## src/rtl/n64_pkg.sv

```systemverilog
// Shared joybus definitions: transmitter state encoding, console command bytes and default timing.
package n64_pkg;

  typedef enum logic [1:0] {
    ST_IDLE,
    ST_BIT_LOW,
    ST_BIT_HIGH,
    ST_STOP_LOW
  } n64_tx_state_t;

  localparam logic [7:0] N64_CMD_STATUS = 8'h00;
  localparam logic [7:0] N64_CMD_POLL   = 8'h01;
  localparam logic [7:0] N64_CMD_RESET  = 8'hFF;

  localparam int N64_US_CYCLES_DEFAULT = 50;

endpackage

```

## src/rtl/n64_tx_bit_timer.sv

```systemverilog
// Joybus bit phase timer: flags the last cycle of the low/high phase of the current bit value.
// Boundaries are combinational from the phase counter; go restarts the phase, run lets it advance.
module n64_tx_bit_timer
  import n64_pkg::*;
#(
  parameter int US_CYCLES = N64_US_CYCLES_DEFAULT
) (
  input  logic sys_clk,
  input  logic sys_rst_n,
  input  logic go,
  input  logic run,
  input  logic bit_val,
  output logic low_end,
  output logic high_end
);

  localparam int TW = $clog2(3 * US_CYCLES + 1);
  localparam logic [TW-1:0] SHORT_LAST = TW'(US_CYCLES - 1);
  localparam logic [TW-1:0] LONG_LAST  = TW'(3 * US_CYCLES - 1);

  logic [TW-1:0] phase_cnt;

  always_ff @(posedge sys_clk or negedge sys_rst_n) begin
    if (!sys_rst_n) begin
      phase_cnt <= '0;
    end else if (go) begin
      phase_cnt <= '0;
    end else if (run) begin
      phase_cnt <= phase_cnt + TW'(1);
    end
  end

  // A 1 is short-low/long-high, a 0 is the mirror image.
  assign low_end  = (phase_cnt == (bit_val ? SHORT_LAST : LONG_LAST));
  assign high_end = (phase_cnt == (bit_val ? LONG_LAST : SHORT_LAST));

endmodule

```

## src/rtl/n64_send_console_command.sv

```systemverilog
// Joybus console command transmitter, 1-3 bytes MSB first plus stop bit; drives on the accept edge.
// start ignored while busy; optional rx_trigger pulse with done under N64_TX_RX_TRIGGER_EN.
module n64_send_console_command
  import n64_pkg::*;
#(
  parameter int US_CYCLES = N64_US_CYCLES_DEFAULT
) (
  input  logic        sys_clk,
  input  logic        sys_rst_n,
  input  logic        start,
  input  logic [23:0] cmd_data,
  input  logic [1:0]  cmd_len,
  output logic        n64d_oe,
  output logic        busy,
  output logic        done
`ifdef N64_TX_RX_TRIGGER_EN
  ,
  output logic        rx_trigger
`endif
);

  n64_tx_state_t state;
  logic [23:0]   shreg;
  logic [4:0]    bit_cnt;
  logic          accept;
  logic          phase_done;
  logic          low_end;
  logic          high_end;
  logic          bit_val;

  assign accept  = (state == ST_IDLE) && start && (cmd_len != 2'd0);
  // The stop bit is timed as the low phase of a 1.
  assign bit_val = (state == ST_STOP_LOW) | shreg[23];

  always_comb begin
    phase_done = 1'b0;
    case (state)
      ST_BIT_LOW:  phase_done = low_end;
      ST_BIT_HIGH: phase_done = high_end;
      ST_STOP_LOW: phase_done = low_end;
      default:     phase_done = 1'b0;
    endcase
  end

  n64_tx_bit_timer #(
    .US_CYCLES(US_CYCLES)
  ) u_bit_timer (
    .sys_clk  (sys_clk),
    .sys_rst_n(sys_rst_n),
    .go       (accept | phase_done),
    .run      (state != ST_IDLE),
    .bit_val  (bit_val),
    .low_end  (low_end),
    .high_end (high_end)
  );

  always_ff @(posedge sys_clk or negedge sys_rst_n) begin
    if (!sys_rst_n) begin
      state      <= ST_IDLE;
      shreg      <= '0;
      bit_cnt    <= '0;
      n64d_oe    <= 1'b0;
      busy       <= 1'b0;
      done       <= 1'b0;
`ifdef N64_TX_RX_TRIGGER_EN
      rx_trigger <= 1'b0;
`endif
    end else begin
      done       <= 1'b0;
`ifdef N64_TX_RX_TRIGGER_EN
      rx_trigger <= 1'b0;
`endif
      case (state)
        ST_IDLE: begin
          if (accept) begin
            shreg   <= cmd_data;
            bit_cnt <= {cmd_len, 3'b000};
            n64d_oe <= 1'b1;
            busy    <= 1'b1;
            state   <= ST_BIT_LOW;
          end
        end
        ST_BIT_LOW: begin
          if (low_end) begin
            n64d_oe <= 1'b0;
            state   <= ST_BIT_HIGH;
          end
        end
        ST_BIT_HIGH: begin
          if (high_end) begin
            shreg   <= {shreg[22:0], 1'b0};
            bit_cnt <= bit_cnt - 5'd1;
            n64d_oe <= 1'b1;
            state   <= (bit_cnt == 5'd1) ? ST_STOP_LOW : ST_BIT_LOW;
          end
        end
        ST_STOP_LOW: begin
          if (low_end) begin
            n64d_oe    <= 1'b0;
            busy       <= 1'b0;
            done       <= 1'b1;
`ifdef N64_TX_RX_TRIGGER_EN
            rx_trigger <= 1'b1;
`endif
            state      <= ST_IDLE;
          end
        end
        default: state <= ST_IDLE;
      endcase
    end
  end

endmodule

```

## config.mk

```make
export PLATFORM = sky130hd
export DESIGN_NAME = n64_send_console_command
export DESIGN_NICKNAME = d
export VERILOG_FILES = /design/src/rtl/n64_pkg.sv /design/src/rtl/n64_tx_bit_timer.sv /design/src/rtl/n64_send_console_command.sv
export SDC_FILE = /design/constraint.sdc
export NUM_CORES = 1
export LEC_CHECK = 0
export BUFFER_PORTS_ARGS = -buffer_cell sky130_fd_sc_hd__buf_2
export CORE_MARGIN = 2
export CORE_UTILIZATION = 61
export CTS_CLUSTER_DIAMETER = 120
export DETAILED_ROUTE_END_ITERATION = 10
export PLACE_DENSITY = 0.95
export SETUP_SLACK_MARGIN = 0.5
export SYNTH_ARGS = -nofsm -noshare
export SYNTH_HDL_FRONTEND = slang
export SYNTH_SLANG_ARGS = --single-unit
```

## constraint.sdc

```tcl
create_clock -name sys_clk -period 3.9 [get_ports sys_clk]
set_input_delay 0.78 -clock sys_clk [delete_from_list [all_inputs] [get_ports sys_clk]]
set_output_delay 0.78 -clock sys_clk [all_outputs]
set_load 0.02 [all_outputs]
```

==> results of run 1 <==
[cell type report]
cell class                      instances  area, µm²  share of cell area (%)
Timing Repair Buffer                   32        163                    6.76
Tap cell                               46       57.6                    2.39
Multi-Input combinational cell        157       1050                    43.6
Sequential cell                        42       1050                    43.7
Clock buffer                            6       51.3                    2.13
Inverter                                6       22.5                   0.936
Clock inverter                          2       12.5                   0.520
[registers in the layout, summed over array words and instances, names as in the netlist]
| name | cells |
|---|---|
| bit_cnt | 5 |
| done | 1 |
| busy | 1 |
| u_bit_timer.phase_cnt | 8 |
| n64d_oe | 1 |
| state | 2 |
| shreg | 24 |
[placed cells by master (no fill, tap or decap), types with 4 or more instances in the layout]
| cell type | netlist | routed |
|---|---|---|
| a21oi_1 | 28 | 28 |
| buf_2 | 4 | 31 |
| clkbuf_4 | 1 | 5 |
| dfrtp_1 | 42 | 42 |
| ha_1 | 4 | 4 |
| inv_1 | 6 | 6 |
| mux2i_1 | 26 | 26 |
| nand2_1 | 17 | 17 |
| nand4_1 | 4 | 4 |
| nor2_1 | 35 | 35 |
| o21ai_0 | 6 | 6 |
| o22ai_1 | 4 | 4 |
[metrics by stage]
stage / total power [mW] / instance area, µm² / setup WS (ns) / hold slack [ns]
floorplan: 1.20 / 2210 / 2.19 / 0.462
global placement: 1.27 / 2340 / 1.38 / 0.477
detailed placement: 1.32 / 2340 / 1.26 / 0.483
CTS: 1.55 / 2410 / 1.15 / 0.510
global route: 1.67 / 2410 / 0.915 / 0.536
finish: 1.55 / 2410 / 1.13 / 0.516
[worst max-delay path by stage]
stage / to / slack (ns) / depth (start not counted)
after floorplan: state[1] / 2.19 / 7
after global placement: bit_cnt[4] / 1.38 / 6
after detailed placement: bit_cnt[4] / 1.26 / 6
after CTS: bit_cnt[4] / 1.15 / 6
after global routing: bit_cnt[4] / 0.91 / 6
final: bit_cnt[4] / 1.13 / 6
[power groups by stage]
stage / registers (mW) / logic, mW / clock network [mW]
finish: 0.812 / 0.507 / 0.233
global route: 0.841 / 0.579 / 0.254
CTS: 0.809 / 0.510 / 0.235
detailed placement: 0.817 / 0.501 / 0
global placement: 0.804 / 0.465 / 0
floorplan: 0.750 / 0.448 / 0
[metal layers]
layer	vias up	wire [µm]	share of wire (%)
met1	767	1880	44
met4	0	67	1.6
li1	809	-	-
met2	47	2150	50
met5	-	0	0
met3	9	218	5.1
[kinds of logic (layout without fill, tap and decap cells)]
group,after synthesis,after routing
and+or+nand+nor,71,71
AOI/OAI and AO/OA,49,49
DFF,42,42
muxes,28,28
buffers and inverters,18,46
xor gates and xnor gates,5,5
adders and majority gates,4,4
[worst max-delay path, stage by stage, from the launching register on]
cell and delay (ns):
dfrtp_1 0.55, and2b_1 0.26, buf_4 0.39, nand2_1 0.19
o21ai_4 0.89, a21oi_1 0.20, a21oi_1 0.21
==> flow_summary.ini, run 1 <==
[outcome]
status = completed

[worst_setup_path]
critPathKind = reg2reg
start_kind = flop
startpoint = state[0]
regToRegEndpoint = bit_cnt[4]
r2r_cells = 6
rrSetupSlack_ns = 1.13
cp.arrival_ns = 3.04
crit_fanout = 53
worstPathRequired_ns = 4.17
timing.rr.start = state[0]
end_kind = flop

[grt]
grtUsageMet1_pct = 30.8
gr-total-overflow = 0
grt_use_met2_pct = 38.2
grt_pass1_wl_mm = 7.25
gr-usage-all-layers_pct = 23.3
use_met3_pct = 5.46
grt_pass1_vias = 1538
grt_max_degree = 54
top_usage_layer = met2
antenna_found_initial = 0

[clock_tree]
cts_made_buffers = 5
ctsRootBufferMaster = clkbuf_4
ctsResizeCount = 0
cts.reportedPaths.clkPinSlew_ns = 0.12
cts_tree = yes
insertion_delay_ns = 0.37
holdBufCountCts = 0
clock_sink_count = 42
cts_buffer_depth = 2
postCtsSetupBuffers = 0
cts-htree-levels = 2

[worst_hold_path]
whs_path_depth = 1
min_path_type = reg2reg
min_from = bit_cnt[2]
hold_end = bit_cnt[2]

[cells_and_area]
nFillCells = 257
drive_gt1_share_pct = 20.8
finalNonFillerCells = 291
postLayoutCoreUtil_pct = 70.4
area_delta_synth_final_pct = 8.95
nets = 277
num_antenna_cells = 0

[floorplan]
io_pins = 32
start_util_pct = 64.7
coreArea_um2 = 3420
die-area_um2 = 4120
die_w_um = 64.2
dieHeight_um = 64.2
rows = 21

[synthesis]
synthDominantCellAreaShare_pct = 47.6
synth_top_family_by_area = simple AND/OR/NAND/NOR gates
synthMuxAreaShare_pct = 12.9
avgSynthCellArea_um2 = 10.2
synthTopCellsByArea = dfrtp_1 48%, mux2i_1 12%, a21oi_1 6.3%
syn-cell-area_um2 = 2210
seq_area_frac_synth_pct = 47.6
async_flop_share_pct = 100
synth.most_common_cell = dfrtp_1
yosys-top-cells-count = 42 x dfrtp_1, 35 x nor2_1, 28 x a21oi_1
synth_cell_type_count = 42
synth_edf_count = 0
synth-xor-area-share_pct = 1.98
synth-simple-area-share_pct = 15.6
synth_top_cell_by_area = dfrtp_1
synthAdderAreaFrac_pct = 2.27
synth_cells = 217
synth_compound_area_share_pct = 14.7
syn_nets = 250
synth_ff_type = dfrtp_1
ys_seq_elements = 42
ys_warn_count = 0

[sta]
period_share_pct = 70.9
skew_ns = 0.0235
slew_headroom_pct = 25.5
finalMaxSlewViolations = 0
worst_pin_slew_ns = 1.11
final.setup.tns_ns = 0
fin_crit_ns = 2.77
grt_setup_unrepaired = false
max_freq_ghz = 0.362
hold_viol = 0
setup_viol = 0

[route]
ant_nets = 0
route.detailed.drc = 0
drt-initial-drc-count = 114
dr.pass1.iters = 5
routed_wl_mm = 4.31
wire_per_inst_um = 14.8
via_count = 1632
viasPerCell = 5.61

[power_and_ir_drop]
clkPwrFrac_pct = 15.0
p_leak_nw = 1.02
pwr-share-comb_pct = 32.7
powerDensity_nw_per_um2 = 645
seq_power_share_pct = 52.3
p_int_mw = 0.953
switching_share_pct = 38.6
p_sw_mw = 0.599
irDropWorstVdd_mv = 0.443

[placed_design]
hpwl_mm = 2.92
dp.cells = 283
port_buffers = 31
gp_congestion = 0.868

[flow_run]
drv_cap = 0
Note: power is estimated with default switching activity, not from simulation.
==> inputs of run 2 (changes only) <==
Settings changed: CORE_UTILIZATION 61 to 56, PLACE_DENSITY 0.95 to 0.9.
Clock period 3.9 ns to 2.9 ns, I/O delays scaled along.
==> flow_summary.ini, run 2 (synthesized netlist as in run 1, its figures left out) <==
[outcome]
status = completed

[worst_setup_path]
start_kind = flop
end_kind = flop
crit_fanout = 42
worstPathRequired_ns = 3.13
cp.arrival_ns = 2.31
critPathKind = reg2reg

[grt]
gr-total-overflow = 0
grt_max_degree = 43
grt_pass1_vias = 1410
grt_pass1_wl_mm = 6.37
antenna_found_initial = 0
gr-usage-all-layers_pct = 19.4

[sta]
slew_headroom_pct = 40.1
max_freq_ghz = 0.481
skew_ns = 0.00360
fin_crit_ns = 2.08
final.setup.tns_ns = 0
finalMaxSlewViolations = 0
fin_hold_ws_ns = 0.393
grt_setup_unrepaired = false
setup_viol = 0
period_share_pct = 71.7
hold_viol = 0
worst_pin_slew_ns = 0.899

[power_and_ir_drop]
switching_share_pct = 36.8
seq_power_share_pct = 51.0
total_power_mw = 2.15
p_sw_mw = 0.793
powerDensity_nw_per_um2 = 879
irDropWorstVdd_mv = 0.553
clkPwrFrac_pct = 18.3
p_int_mw = 1.36
pwr-share-comb_pct = 30.7
p_leak_nw = 1.04

[clock_tree]
cts.reportedPaths.clkPinSlew_ns = 0.08
cts_tree = yes
ctsRootBufferMaster = clkbuf_8
holdBufCountCts = 0
ctsResizeCount = 0
cts_made_buffers = 5
insertion_delay_ns = 0.30
clock_sink_count = 42
cts-htree-levels = 2
cts_buffer_depth = 2
postCtsSetupBuffers = 0

[cells_and_area]
nets = 278
largest-register = shreg
top_regs = shreg (24), u_bit_timer.phase_cnt (8), bit_cnt (5)
nFillCells = 301
largest_reg_flops = 24
postLayoutCoreUtil_pct = 65.9
drive_gt1_share_pct = 21.1
layout_common_cells = 42 x dfrtp_1, 35 x nor2_1, 31 x buf_2
area_delta_synth_final_pct = 10.8
num_antenna_cells = 0
final_common_cell = dfrtp_1
finish.instance_area_um2 = 2450

[placed_design]
gp_congestion = 0.851
port_buffers = 31
dpl_cell_area_um2 = 2350
hpwl_mm = 2.86

[route]
routed_wl_mm = 4.05
ant_nets = 0
dr.pass1.iters = 4
route.detailed.drc = 0
drt-initial-drc-count = 77
wire_per_inst_um = 13.8
viasPerCell = 5.56
via_count = 1635

[flow_run]
drv_cap = 0

[floorplan]
io_pins = 32
die-area_um2 = 4460
rows = 22
start_util_pct = 59.4
coreArea_um2 = 3720
die_w_um = 66.8
dieHeight_um = 66.8

[worst_hold_path]
min_path_type = in2async
## run 2: worst paths after layout
kind / startpoint / to / slack [ns] / cells after the start
worst min-delay path: sys_rst_n / bit_cnt[1] / 0.39 / 1
worst max-delay path: u_bit_timer.phase_cnt[1] / shreg[2] / 0.82 / 8
min in group sys_clk: cmd_data[0] / shreg[0] / 0.51 / 3
worst max register to register: u_bit_timer.phase_cnt[1] / shreg[2] / 0.82 / 8
worst min register to register: bit_cnt[2] / bit_cnt[2] / 0.51 / 1
max in group asynchronous: sys_rst_n / shreg[16] / 1.94 / 1
## run 2: cell type report
class	instances	area, µm²	share of cell area (%)
Clock buffer	6	82.6	3.37
Clock inverter	2	12.5	0.511
Inverter	6	22.5	0.920
Multi-Input combinational cell	157	1050	42.8
Sequential cell	42	1050	42.9
Tap cell	48	60.1	2.45
Timing Repair Buffer	33	170	6.95
## run 2: metrics by stage
step / setup slack (ns) / cells
finish: 0.820 / 294
global placement: 0.919 / 286
CTS: 0.820 / 294
global route: 0.661 / 294
floorplan: 1.19 / 217
detailed placement: 0.843 / 286
## run 2: power by group through the flow
stage | sequential, mW | clock [mW] | combinational, mW
after global routing | 1.13 | 0.421 | 0.745
after floorplan | 1.01 | 0 | 0.602
after global placement | 1.08 | 0 | 0.630
after CTS | 1.09 | 0.399 | 0.670
after detailed placement | 1.10 | 0 | 0.662
final | 1.10 | 0.394 | 0.662
## run 2: worst max-delay path, stage by stage, from the launching register on
cell and delay (ns):
dfrtp_1 0.40, inv_1 0.08, ha_1 0.15, and4bb_4 0.30, nand2_1 0.13, o21ai_4 0.29, buf_4 0.42, nor2_1 0.09
a21oi_1 0.14
## run 2: layer usage
layer  vias to the layer above  routed length [µm]  global-route usage, %
met5                         -                   0                      0
met4                         0                  38                   8.42
met3                         6                 219                   4.05
met2                        41                1940                   30.3
met1                       779                1860                   26.1
li1                        809                   -                      -
